$ cat config.mk
export PLATFORM = sky130hd
export DESIGN_NAME = fd_control_unit
export DESIGN_NICKNAME = d
export VERILOG_FILES = /design/src/rtl/fd_ctrl_pkg.sv /design/src/rtl/fd_decoder.sv /design/src/rtl/fd_control_unit.sv
export SDC_FILE = /design/constraint.sdc
export NUM_CORES = 1
export LEC_CHECK = 0
export CAP_MARGIN = 20
export CORE_MARGIN = 3
export CORE_UTILIZATION = 30
export DETAILED_ROUTE_END_ITERATION = 7
export PLACE_DENSITY_LB_ADDON = 0.15
export SKIP_LAST_GASP = 1
export SYNTH_ARGS = -nofsm -noshare
export SYNTH_HDL_FRONTEND = slang
export SYNTH_SLANG_ARGS = --single-unit
$ cat constraint.sdc
create_clock -name clk -period 4.99 [get_ports clk]
set_clock_uncertainty 0.1 [all_clocks]
set_input_delay 0.998 -clock clk [delete_from_list [all_inputs] [get_ports clk]]
set_output_delay 0.998 -clock clk [all_outputs]
set_load 0.005 [all_outputs]
$ cat src/rtl/fd_ctrl_pkg.sv
// Shared types and constants for the fetch/decode control unit.
package fd_ctrl_pkg;

    localparam int unsigned XLEN = 32;

    // Control sequencer states
    typedef enum logic [2:0] {
        IDLE   = 3'd0,
        FETCH  = 3'd1,
        DECODE = 3'd2,
        EXEC   = 3'd3,
        WB     = 3'd4,
        HALT   = 3'd5
    } state_t;

    // Major opcodes
    localparam logic [6:0] OPC_OP     = 7'b0110011;
    localparam logic [6:0] OPC_OP_IMM = 7'b0010011;
    localparam logic [6:0] OPC_LOAD   = 7'b0000011;
    localparam logic [6:0] OPC_STORE  = 7'b0100011;

    // funct3 / funct7 values of the supported subset
    localparam logic [2:0] F3_ADD    = 3'b000;
    localparam logic [2:0] F3_DWORD  = 3'b011;
    localparam logic [6:0] F7_ADD    = 7'b0000000;
    localparam logic [6:0] F7_SUB    = 7'b0100000;

    // Datapath operation select
    localparam logic [1:0] OP_RR = 2'b00;
    localparam logic [1:0] OP_RI = 2'b01;
    localparam logic [1:0] OP_LD = 2'b10;
    localparam logic [1:0] OP_SD = 2'b11;

    // Decoded control bundle
    typedef struct packed {
        logic       valid;
        logic       is_zero;
        logic [1:0] op_mem_i;
        logic       add_sub;
        logic       we_reg;
        logic       we_mem;
    } dec_t;

endpackage

$ cat src/rtl/fd_decoder.sv
// Combinational instruction decoder for the supported ADD/SUB/ADDI/LD/SD subset.
module fd_decoder
    import fd_ctrl_pkg::*;
(
    input  logic [XLEN-1:0] ir,
    output dec_t            dec_c
);

    logic [6:0] opcode;
    logic [2:0] funct3;
    logic [6:0] funct7;
    logic       rd_nz;

    assign opcode = ir[6:0];
    assign funct3 = ir[14:12];
    assign funct7 = ir[31:25];
    assign rd_nz  = (ir[11:7] != 5'd0);

    // Map instruction fields to datapath controls; writes to x0 are dropped here
    always_comb begin
        dec_c         = '0;
        dec_c.is_zero = (ir == '0);
        case (opcode)
            OPC_OP: begin
                if (funct3 == F3_ADD && funct7 == F7_ADD) begin
                    dec_c.valid    = 1'b1;
                    dec_c.op_mem_i = OP_RR;
                    dec_c.we_reg   = rd_nz;
                end else if (funct3 == F3_ADD && funct7 == F7_SUB) begin
                    dec_c.valid    = 1'b1;
                    dec_c.op_mem_i = OP_RR;
                    dec_c.add_sub  = 1'b1;
                    dec_c.we_reg   = rd_nz;
                end
            end
            OPC_OP_IMM: begin
                if (funct3 == F3_ADD) begin
                    dec_c.valid    = 1'b1;
                    dec_c.op_mem_i = OP_RI;
                    dec_c.we_reg   = rd_nz;
                end
            end
            OPC_LOAD: begin
                if (funct3 == F3_DWORD) begin
                    dec_c.valid    = 1'b1;
                    dec_c.op_mem_i = OP_LD;
                    dec_c.we_reg   = rd_nz;
                end
            end
            OPC_STORE: begin
                if (funct3 == F3_DWORD) begin
                    dec_c.valid    = 1'b1;
                    dec_c.op_mem_i = OP_SD;
                    dec_c.we_mem   = 1'b1;
                end
            end
            default: dec_c.valid = 1'b0;
        endcase
    end

endmodule

$ cat src/rtl/fd_control_unit.sv
// Four-cycle multicycle sequencer for the fetch/decode datapath.
module fd_control_unit
    import fd_ctrl_pkg::*;
#(
    parameter logic [31:0] RESET_PC = 32'h0000_0000,
    parameter int unsigned PC_STEP  = 4,
    parameter int unsigned CNT_W    = 16
) (
    input  logic              clk,
    input  logic              reset,
    input  logic              start,
    input  logic              stop,
    input  logic [XLEN-1:0]   instruction,
    output logic [XLEN-1:0]   PC_add,
    output logic              PC_load,
    output logic [1:0]        OP_MEM_I,
    output logic              ADD_SUB,
    output logic              WE_reg,
    output logic              WE_mem,
    output logic              busy,
    output logic              done,
    output logic              illegal,
    output logic [CNT_W-1:0]  instr_count
);

    state_t            state_q, state_d;
    logic [XLEN-1:0]   pc_q, pc_d;
    logic [XLEN-1:0]   ir_q, ir_next;
    logic              stop_pend_q, stop_pend_d;
    logic [CNT_W-1:0]  cnt_q, cnt_d;
    logic              illegal_q, illegal_d;
    dec_t              dec;
    logic              exec_wb_d;

    // Instruction is captured while leaving DECODE, so decode the value about to be held
    assign ir_next = (state_q == DECODE) ? instruction : ir_q;

    fd_decoder u_decoder (
        .ir    (ir_next),
        .dec_c (dec)
    );

    // Next-state and architectural-register update logic
    always_comb begin
        state_d     = state_q;
        pc_d        = pc_q;
        stop_pend_d = stop_pend_q;
        cnt_d       = cnt_q;
        illegal_d   = illegal_q;
        unique case (state_q)
            IDLE, HALT: begin
                if (start && !stop) begin
                    state_d   = FETCH;
                    pc_d      = RESET_PC;
                    cnt_d     = '0;
                    illegal_d = 1'b0;
                end
            end
            FETCH: begin
                state_d = DECODE;
                if (stop) stop_pend_d = 1'b1;
            end
            DECODE: begin
                if (stop) stop_pend_d = 1'b1;
                if (dec.valid) begin
                    state_d = EXEC;
                end else begin
                    state_d   = HALT;
                    illegal_d = !dec.is_zero;
                end
            end
            EXEC: begin
                state_d = WB;
                if (stop) stop_pend_d = 1'b1;
            end
            WB: begin
                pc_d  = pc_q + XLEN'(PC_STEP);
                cnt_d = (cnt_q == '1) ? cnt_q : cnt_q + CNT_W'(1);
                if (stop_pend_q || stop) state_d = HALT;
                else                     state_d = FETCH;
            end
            default: state_d = IDLE;
        endcase
        if (state_d == HALT) stop_pend_d = 1'b0;
    end

    assign exec_wb_d = (state_d == EXEC) || (state_d == WB);

    // State and architectural registers
    always_ff @(posedge clk or posedge reset) begin
        if (reset) begin
            state_q     <= IDLE;
            pc_q        <= RESET_PC;
            ir_q        <= '0;
            stop_pend_q <= 1'b0;
            cnt_q       <= '0;
            illegal_q   <= 1'b0;
        end else begin
            state_q     <= state_d;
            pc_q        <= pc_d;
            ir_q        <= ir_next;
            stop_pend_q <= stop_pend_d;
            cnt_q       <= cnt_d;
            illegal_q   <= illegal_d;
        end
    end

    // Registered control outputs, computed from the state being entered
    always_ff @(posedge clk or posedge reset) begin
        if (reset) begin
            PC_load  <= 1'b0;
            OP_MEM_I <= OP_RR;
            ADD_SUB  <= 1'b0;
            WE_reg   <= 1'b0;
            WE_mem   <= 1'b0;
            busy     <= 1'b0;
            done     <= 1'b0;
        end else begin
            PC_load  <= (state_d == FETCH);
            OP_MEM_I <= exec_wb_d ? dec.op_mem_i : OP_RR;
            ADD_SUB  <= exec_wb_d && dec.add_sub;
            WE_reg   <= (state_d == WB) && dec.we_reg;
            WE_mem   <= (state_d == WB) && dec.we_mem;
            busy     <= (state_d == FETCH) || (state_d == DECODE) || exec_wb_d;
            done     <= (state_d == HALT);
        end
    end

    assign PC_add      = pc_q;
    assign illegal     = illegal_q;
    assign instr_count = cnt_q;

endmodule

==> After elaboration in Yosys (flattened, before gate mapping) <==
Cells that the tools add are included.
{ "word_totals": {"input_bits": 36, "memories": 0, "register_bits": 93, "rom_bits": 0, "mem_bits_rw": 0, "latchBits": 0, "elab_cells": 98, "out_inout_bits": 57} }
{ "classes": {"div": 0, "shift": 0, "n_mul": 0, "n_eq_ne": 20, "muxes": 35, "reduce_logical": 28, "order_cmp": 0, "bitwise": 0, "n_addsub": 2} }
{ "op_table": {"columns": ["op", "n"], "rows": [
  ["32-bit two-way mux", 2],
  ["32-bit case mux with 2 select lines", 1],
  ["32-bit by 3-bit adder with 32-bit output (second input constant)", 1],
  ["32-bit logical NOT", 1],
  ["16-bit two-way mux", 2],
  ["16-bit case mux with 2 select lines", 1],
  ["7-bit by 6-bit equality test with 1-bit output (second input constant)", 3],
  ["16-bit by 1-bit adder with 16-bit output (second input constant)", 1],
  ["16-bit equality test (second input constant)", 1],
  ["1-bit two-way mux", 16],
  ["3-bit by 2-bit equality test with 1-bit output (second input constant)", 5],
  ["3-bit case mux with 5 select lines", 1],
  ["3-bit equality test (second input constant)", 4],
  ["2-bit two-way mux", 5],
  ["3-bit two-way mux", 3],
  ["2-bit case mux with 4 select lines", 1],
  ["2-bit nonzero test", 4],
  ["7-bit by 2-bit equality test with 1-bit output (second input constant)", 1],
  ["7-bit by 5-bit equality test with 1-bit output (second input constant)", 1],
  ["7-bit logical NOT", 1],
  ["3-bit by 1-bit equality test with 1-bit output (second input constant)", 2],
  ["1-bit logical AND", 6],
  ["3-bit logical NOT", 2],
  ["2-bit != test (second input constant)", 3],
  ["9 further kinds", 17]
]} }

==> Logic depth before layout (Yosys ltp) <==
Gate-level depths: netlist of the first run.
{ "logic_depth": {"depth_word": 12, "depth_mapped": 8, "depth_no_buf": 6} }

==> Modules after synthesis <==
From an unflattened synthesis of the first run, not the netlist that was laid out.
{ "hier_totals": {"cells_unflattened": 425, "hier_area_um2": 4558.1} }
{ "by_module_without_submodules": {"columns": ["module", "area_each_um2", "cells_each", "seq_area_each_um2", "n_inst"], "rows": [
  ["fd_control_unit", 4339.2, 391, 2277.2, 1],
  ["fd_decoder", 219.0, 34, 0.0, 1]
]} }

==> Worst setup path before layout of the first run <==
Ideal clock, no wire load.
{ "synth_timing": {"path_kind": "input-to-reg", "start": "input instruction[2]", "end": "register state_q[2]", "setup_ns": 0.127, "required_time_ns": 4.763, "path_buffers": 0, "cell_stages": 5, "arrival_ns": 2.358, "path_slack_ns": 2.404, "path_cell_list": "nor4bb_1 -> nand4_1 -> a22o_1 -> nor4b_2 -> or2_2"} }
{ "synth_between": {"elab_chain_len": 6, "elab_cells_between_ends": 9, "classes_between": "eq/ne (4); mux (4); reduce/logical (1)"} }
{ "synth_rtl": {"columns": ["item", "line_no", "text"], "rows": [
  ["start, declared", "fd_control_unit.sv:13", "input logic [XLEN-1:0] instruction,"],
  ["32-bit two-way mux *", "fd_control_unit.sv:36", "assign ir_next = (state_q == DECODE) ? instruction : ir_q;"],
  ["7-bit by 2-bit equality test with 1-bit output or 7-bit by 6-bit equality test with 1-bit output (tied branches)", "fd_decoder.sv:23", "case (opcode)"],
  ["2-bit OR reduction (no source line)", null, null],
  ["1-bit case mux with 3 select lines *", "fd_decoder.sv:23", null],
  ["3-bit two-way mux *", "fd_control_unit.sv:65", "if (dec.valid) begin"],
  ["3-bit case mux with 5 select lines *", "fd_control_unit.sv:50", "unique case (state_q)"],
  ["named net state_d[2]", "fd_control_unit.sv:26", "state_t state_q, state_d;"],
  ["end signal, assigned", "fd_control_unit.sv:99", "state_q <= state_d;"],
  ["end, declared", "fd_control_unit.sv:26", null]
]} }
Mark *: on every way through the listed nets, which the timed path passes. The rest lies on a longest branch.
A chain may end at the register's enable or synchronous reset.

==> Worst setup path in the final report of the first run <==
{ "layout_timing": {"start": "input instruction[0]", "end": "register WE_reg"} }
{ "layout_between": {"elab_chain_len": 8, "elab_cells_between_ends": 12, "classes_between": "eq/ne (5); mux (5); reduce/logical (2)"} }
{ "layout_rtl": {"columns": ["item", "line_no", "text"], "rows": [
  ["32-bit two-way mux *", "fd_control_unit.sv:36", null],
  ["7-bit by 2-bit equality test with 1-bit output or 7-bit by 6-bit equality test with 1-bit output (tied branches)", "fd_decoder.sv:23", null],
  ["2-bit OR reduction (no source line)", null, null],
  ["1-bit case mux with 3 select lines", "fd_decoder.sv:23", null],
  ["3-bit two-way mux", "fd_control_unit.sv:65", null],
  ["3-bit case mux with 5 select lines", "fd_control_unit.sv:50", null],
  ["3-bit equality test", "fd_control_unit.sv:122", "WE_reg <= (state_d == WB) && dec.we_reg;"],
  ["1-bit logical AND *", "fd_control_unit.sv:122", null],
  ["end signal, assigned", "fd_control_unit.sv:122", null],
  ["end, declared", "fd_control_unit.sv:18", "output logic WE_reg,"]
]} }
Every way passes the cells marked *; elsewhere a longest branch is shown, timed or not.

==> insert_results.sql, run 1 <==
INSERT INTO impl_metrics (metric_group, metric, value, unit) VALUES
('status', 'outcome', 'finished clean', ''),
('timing', 'report.final.hold_viol_count', '0', ''),
('die', 'num_io_pins', '93', ''),
('finish', 'antenna_cells', '0', ''),
('finish', 'final_design_area_no_fill', '5960', 'µm²'),
('critical_path', 'cp-start-kind', 'input pin', ''),
('yosys', 'synth_async_sr_flop_share', '1.00', ''),
('timing', 'max_freq', '0.302', 'GHz'),
('placement', 'hpwlAfterDp', '8600', 'µm'),
('grt', 'groute.layer.met2.usage', '0.235', ''),
('clocking', 'cts_root_buffer', 'clkbuf_16', ''),
('finish', 'fraction_of_layout_cells_with_a_size_suffix_above_1', '0.0598', ''),
('critical_path', 'worstPathArrival', '3.42', 'ns'),
('timing', 'min_period_over_period', '0.663', ''),
('yosys', 'synthesis.instances', '492', ''),
('grt', 'grt_antenna_before_repair', '0', ''),
('grt', 'grt_max_degree', '47', ''),
('grt', 'global_route.overflow_total', '0', ''),
('clocking', 'post-cts-setup-buffer-count', '0', ''),
('yosys', 'count_of_synthesis_stage_warnings_from_yosys', '0', ''),
('die', 'die_height', '129', 'µm'),
('clocking', 'cts-hold-fix-buffers', '0', ''),
('job', 'maxCapViolations', '0', ''),
('min_path', 'worst_hold_path_type', 'flip-flop to flip-flop', ''),
('finish', 'reg_with_most_ffs', 'ir_q', ''),
('critical_path', 'crit_chain', 'clkdlybuf4s50_1, nor4bb_1, mux2i_1, nor3_1, o21ai_0, a2111oi_0', ''),
('drt', 'detailed_route_vias_per_instance', '5.23', ''),
('finish', 'syn_to_final_growth', '31.5', '%'),
('critical_path', 'crit_required', '5.11', 'ns'),
('yosys', 'syn-cell-area', '4530', 'µm²'),
('finish', 'largest_register_ff_count', '32', ''),
('critical_path', 'cp-end-kind', 'flip-flop', ''),
('drt', 'vias_after_detailed_routing', '4022', ''),
('placement', 'place.gp.congestion', '0.861', ''),
('grt', 'busiest_layer', 'met2', ''),
('critical_path', 'type_of_the_worst_setup_path', 'input pin to flip-flop', ''),
('drt', '1st_iter_drt_viols', '263', ''),
('drt', 'drtPass1Iterations', '5', ''),
('finish', 'total_area_of_multi_input_combinational_cells', '2110', 'µm²'),
('yosys', 'synth-main-ff-cell', 'dfrtp_1', ''),
('critical_path', 'cp_top_family', 'simple AND/OR/NAND/NOR gates', ''),
('clocking', 'total_number_of_h_tree_levels', '3', ''),
('timing', 'finalSetupViolations', '0', ''),
('clocking', 'clk_latency', '0.34', 'ns'),
('die', 'starting_density_of_the_core', '0.310', ''),
('yosys', 'post_synth_num_cell_types', '59', ''),
('drt', 'drc', '0', ''),
('timing', 'setup_total_negative_slack', '0', 'ns'),
('die', 'std_cell_rows', '44', ''),
('grt', 'track_usage', '0.146', ''),
('die', 'die-width', '129', 'µm'),
('clocking', 'cts.clk_slew.worst_paths', '0.07', 'ns'),
('yosys', 'number_of_enable_type_register_cells_in_the_synthesized_netlist', '0', ''),
('drt', 'antenna_violating_nets_post_route', '0', ''),
('placement', 'placedInstanceArea', '5620', 'µm²'),
('yosys', 'yosysSeqAreaShare', '0.502', ''),
('critical_path', 'timing.critical_path.buf_inv', '1', ''),
('grt', 'first_global_vias', '3790', ''),
('clocking', 'cts_inserted_buffers', '9', ''),
('clocking', 'cts_tree', 'yes', ''),
('die', 'core_region_area', '14600', 'µm²'),
('pwr', 'power.static_leakage', '2.45', 'nW'),
('timing', 'timing.max_slew.rel_slack', '0.365', ''),
('finish', 'fillerInstances', '1436', ''),
('pwr', 'fin_total_pwr', '2.54', 'mW'),
('timing', 'finalMaxSlewViolations', '0', ''),
('critical_path', 'worst_path_largest_cell_delay', '0.81', 'ns'),
('timing', 'finalCriticalPeriod', '3.31', 'ns'),
('clocking', 'clock_path_buffers', '2', ''),
('timing', 'worst-slew-pin-transition', '0.939', 'ns'),
('grt', 'global_route_wire_length_before_repair', '19400', 'µm');
==> worst min-delay path, stage by stage (launching register included) <==
cell and delay (ns):
dfrtp_1 0.34, nand2_1 0.05, nand2_1 0.05
==> worst paths after layout <==
check | from | to | slack (ns) | cells past startpoint
worst max register to register | state_q[1] | WE_reg | 2.03 | 7
worst min register to register | ir_q[10] | ir_q[10] | 0.37 | 2
max in group asynchronous | reset | PC_add[6] | 2.97 | 3
worst min-delay path | ir_q[10] | ir_q[10] | 0.37 | 2
worst max-delay path | instruction[0] | WE_reg | 1.68 | 6
min in group asynchronous | reset | ir_q[5] | 0.86 | 2
==> final cells by class <==
type                            count  area share
Multi-Input combinational cell    365       0.354
Tap cell                          184      0.0386
Inverter                           16      0.0103
Sequential cell                    91       0.382
Clock inverter                      7      0.0168
Timing Repair Buffer               97       0.161
Clock buffer                        9      0.0378
==> per-layer routing <==
metal	vias up	share of wire
li1	1959	-
met1	1950	0.45
met2	104	0.48
met3	9	0.051
met4	0	0.011
met5	-	0
==> where the power goes <==
part	leakage (nW)	internal [mW]	switching [mW]	total [mW]
logic	1.11	0.316	0.411	0.727
clock network	0.148	0.441	0.296	0.737
registers	1.20	0.925	0.155	1.08
total	2.45	1.68	0.863	2.54
==> synth_stat cells (all sizes together), types with 3 or more instances <==
library cell / count / area (µm²)
o31ai: 12 / 90.1
or3: 9 / 56.3
clkbuf: 7 / 27.5
buf: 14 / 70.1
a31oi: 3 / 18.8
nor4: 7 / 58.8
inv: 16 / 60.1
nand4: 17 / 106
nand4b: 4 / 35.0
nor3: 9 / 45.0
dfrtp: 91 / 2280
and3: 7 / 43.8
nor4b: 4 / 41.3
o211ai: 12 / 95.1
or4: 6 / 45.0
nor2b: 3 / 18.8
mux2i: 14 / 140
mux2: 3 / 33.8
nand2: 114 / 428
a211oi: 4 / 35.0
nor3b: 3 / 27.5
and4: 4 / 35.0
a22o: 3 / 26.3
o21ai: 30 / 150
nand3: 30 / 155
a21oi: 17 / 85.1
nor2: 19 / 71.3
==> metrics by stage <==
step,setup slack (ns),hold WS (ns),std cells
detailed placement,1.45,0.360,752
CTS,1.81,0.377,768
finish,1.68,0.375,769
global route,1.42,0.388,769
floorplan,1.53,0.337,493
global placement,1.65,0.356,752
==> logic make-up after synthesis <==
| family | synth area share |
|---|---|
| AND/OR/NAND/NOR | 0.277 |
| buffers and inverters | 0.0348 |
| XOR/XNOR | 0.00386 |
| flip-flops | 0.502 |
| AO/OA/AOI/OAI | 0.136 |
| multiplexers | 0.0384 |
| other | 0.000827 |
| adder cells (fa/ha/maj) | 0.00773 |
==> placed cells by master (no fill, tap or decap), types with 7 or more instances in the layout <==
cell type	netlist	final
a21oi_1	17	17
and3_1	7	7
clkbuf_16	0	9
clkdlybuf4s50_1	0	90
dfrtp_1	91	91
inv_1	16	15
mux2i_1	14	14
nand2_1	114	114
nand3_1	29	29
nand4_1	17	17
nor2_1	19	19
nor3_1	9	9
o211ai_1	11	11
o21ai_0	30	30
o31ai_1	12	12
or3_1	9	9
No activity file was read; power rests on OpenSTA's default activity.
==> inputs of run 2 (changes only) <==
==> constraint.sdc (replaced) <==
create_clock -name clk -period 3.3 [get_ports clk]
set_clock_uncertainty 0.1 [all_clocks]
set_input_delay 0.66 -clock clk [delete_from_list [all_inputs] [get_ports clk]]
set_output_delay 0.66 -clock clk [all_outputs]
set_load 0.005 [all_outputs]
==> run 2 against run 1 <==
  * Critical path depth did not move
  * Combinational power increased by 58%
  * Wire length up 2.9%
  * Design area shrank 0.17%
  * Global-route usage is 0.38 points higher
  * Setup slack lost 1.2 ns
==> insert_results.sql, run 2 (synthesis results as in run 1) <==
INSERT INTO impl_metrics (metric_group, metric, value, unit) VALUES
('status', 'outcome', 'finished clean', ''),
('critical_path', 'slowest_cell_on_the_critical_path', 'nor3b_4', ''),
('placement', 'hpwlAfterDp', '8860', 'µm'),
('die', 'die_area', '16600', 'µm²'),
('grt', 'grt_max_degree', '29', ''),
('critical_path', 'crit_required', '3.40', 'ns'),
('pwr', 'areal_power_density_over_the_cells', '623', 'nW/µm²'),
('grt', 'global_route.overflow_total', '0', ''),
('finish', 'reg_with_most_ffs', 'ir_q', ''),
('timing', 'setup_total_negative_slack', '0', 'ns'),
('finish', 'total_area_of_multi_input_combinational_cells', '2110', 'µm²'),
('clocking', 'total_number_of_h_tree_levels', '3', ''),
('drt', 'vias_after_detailed_routing', '4049', ''),
('grt', 'global_route_wire_length_before_repair', '19900', 'µm'),
('drt', 'antenna_violating_nets_post_route', '0', ''),
('finish', 'final_cells', '776', ''),
('die', 'std_cell_rows', '44', ''),
('grt', 'track_usage', '0.150', ''),
('placement', 'port_buffers', '90', ''),
('finish', 'layout.cells.most_common_list', 'nand2_1 (114), dfrtp_1 (91), clkdlybuf4s50_1 (90)', ''),
('clocking', 'cts_inserted_buffers', '9', ''),
('critical_path', 'timing.critical_path.buf_inv', '1', ''),
('clocking', 'cts_tree', 'yes', ''),
('clocking', 'clock_path_buffers', '2', ''),
('die', 'starting_density_of_the_core', '0.310', ''),
('placement', 'placedInstanceArea', '5690', 'µm²'),
('grt', 'grt_antenna_before_repair', '0', ''),
('finish', 'fillerInstances', '1477', ''),
('placement', 'place.gp.congestion', '0.845', ''),
('finish', 'final_design_area_no_fill', '5950', 'µm²'),
('clocking', 'cts-hold-fix-buffers', '0', ''),
('timing', 'finalSetupViolations', '0', ''),
('pwr', 'power.static_leakage', '2.47', 'nW'),
('finish', 'register_area', '2280', 'µm²'),
('timing', 'finalMaxSlewViolations', '0', ''),
('pwr', 'peak_vdd_ir', '0.248', 'mV'),
('timing', 'max_freq', '0.359', 'GHz'),
('die', 'die_height', '129', 'µm'),
('grt', 'busiest_layer', 'met2', ''),
('timing', 'hold_slack', '0.372', 'ns'),
('finish', 'fin_nets', '626', ''),
('critical_path', 'cp-start-kind', 'flip-flop', ''),
('job', 'maxCapViolations', '0', ''),
('grt', 'first_global_vias', '3926', ''),
('grt', 'grt_util_met1', '0.205', ''),
('critical_path', 'worstPathArrival', '2.89', 'ns'),
('drt', '1st_iter_drt_viols', '228', ''),
('critical_path', 'type_of_the_worst_setup_path', 'flip-flop to flip-flop', ''),
('timing', 'setup_repair_after_global_routing_missed_its_margin', 'no', ''),
('timing', 'worst-slew-pin-transition', '0.961', 'ns'),
('pwr', 'fin_total_pwr', '3.71', 'mW'),
('drt', 'detail_routed_net_length_per_standard_cell', '15.4', 'µm'),
('placement', 'dp.cells', '761', ''),
('timing', 'timing.max_slew.rel_slack', '0.359', ''),
('finish', 'antenna_cells', '0', ''),
('finish', 'largest_register_ff_count', '32', ''),
('die', 'num_io_pins', '93', ''),
('drt', 'detailed_route_vias_per_instance', '5.22', ''),
('die', 'die-width', '129', 'µm'),
('grt', 'groute.layer.met2.usage', '0.239', ''),
('clocking', 'clk_latency', '0.34', 'ns'),
('finish', 'syn_to_final_growth', '31.3', '%'),
('finish', 'layout.cells.most_common', 'nand2_1', ''),
('drt', 'route.final.wire_length', '11900', 'µm'),
('min_path', 'worst_hold_path_type', 'flip-flop to flip-flop', ''),
('grt', 'grtUsageMet3', '0.0228', ''),
('clocking', 'cts_root_buffer', 'clkbuf_16', ''),
('clocking', 'cts-resized-gates', '0', ''),
('critical_path', 'cp-end-kind', 'flip-flop', ''),
('drt', 'drc', '0', ''),
('critical_path', 'worst-path-max-fanout', '16', ''),
('timing', 'report.final.hold_viol_count', '0', ''),
('timing', 'finalCriticalPeriod', '2.79', 'ns'),
('clocking', 'cts.clk_slew.worst_paths', '0.06', 'ns'),
('clocking', 'cts_sinks', '91', ''),
('clocking', 'post-cts-setup-buffer-count', '0', ''),
('finish', 'fraction_of_layout_cells_with_a_size_suffix_above_1', '0.0659', ''),
('critical_path', 'cp_top_family', 'simple AND/OR/NAND/NOR gates', ''),
('timing', 'min_period_over_period', '0.845', ''),
('critical_path', 'crit_chain', 'nor3b_4, buf_4, mux2_2, a221o_1, nor4b_1, mux2i_1', ''),
('critical_path', 'worst_path_largest_cell_delay', '0.73', 'ns'),
('die', 'core_region_area', '14600', 'µm²'),
('drt', 'drtPass1Iterations', '4', '');
-- run 2: changes by cell type in the layout (fill, tap and decap cells not counted), sizes merged --
cell,change
bufinv,-2
clkinvlp,-2
buf,+8
clkbuf,+4
inv,-1
-- run 2: worst paths after layout --
kind / cells past startpoint / start / to / slack, ns
worst max-delay path: 6 / state_q[2] / illegal / 0.51
worst min-delay path: 2 / ir_q[7] / ir_q[7] / 0.37
worst max register to register: 6 / state_q[2] / illegal / 0.51
worst min register to register: 2 / ir_q[7] / ir_q[7] / 0.37
max in group asynchronous: 3 / reset / ir_q[16] / 1.80
min in group asynchronous: 2 / reset / ir_q[28] / 0.55
-- run 2: final cells by class --
| type | instances | area share |
|---|---|---|
| tap | 184 | 0.0387 |
| clock inverter | 2 | 0.00210 |
| sequential | 91 | 0.383 |
| multi-input combinational | 365 | 0.354 |
| timing repair buffer | 105 | 0.170 |
| clock buffer | 13 | 0.0420 |
| inverter | 16 | 0.0103 |
-- run 2: through the flow --
stage	setup WS, ns	utilization
after floorplan	0.176	-
after global placement	0.471	0.389
after detailed placement	0.428	0.389
after CTS	0.504	0.407
after global routing	0.355	0.407
final	0.511	0.407
-- run 2: tightest hold or removal path, cell delays in order (launching register included) --
cell and delay, ns:
dfrtp_1 0.33, nand2_1 0.05, nand2_1 0.05
-- run 2: power breakdown --
part / total (mW) / internal [mW] / switching, mW / leakage (nW)
Combinational: 1.15 / 0.498 / 0.655 / 1.14
Sequential: 1.61 / 1.40 / 0.214 / 1.20
Clock: 0.944 / 0.527 / 0.417 / 0.126
-- run 2: routing by layer --
metal,share of wire,routed length [µm]
met1,0.47,5570
met2,0.47,5650
met3,0.043,508
met4,0.017,200
met5,0,0
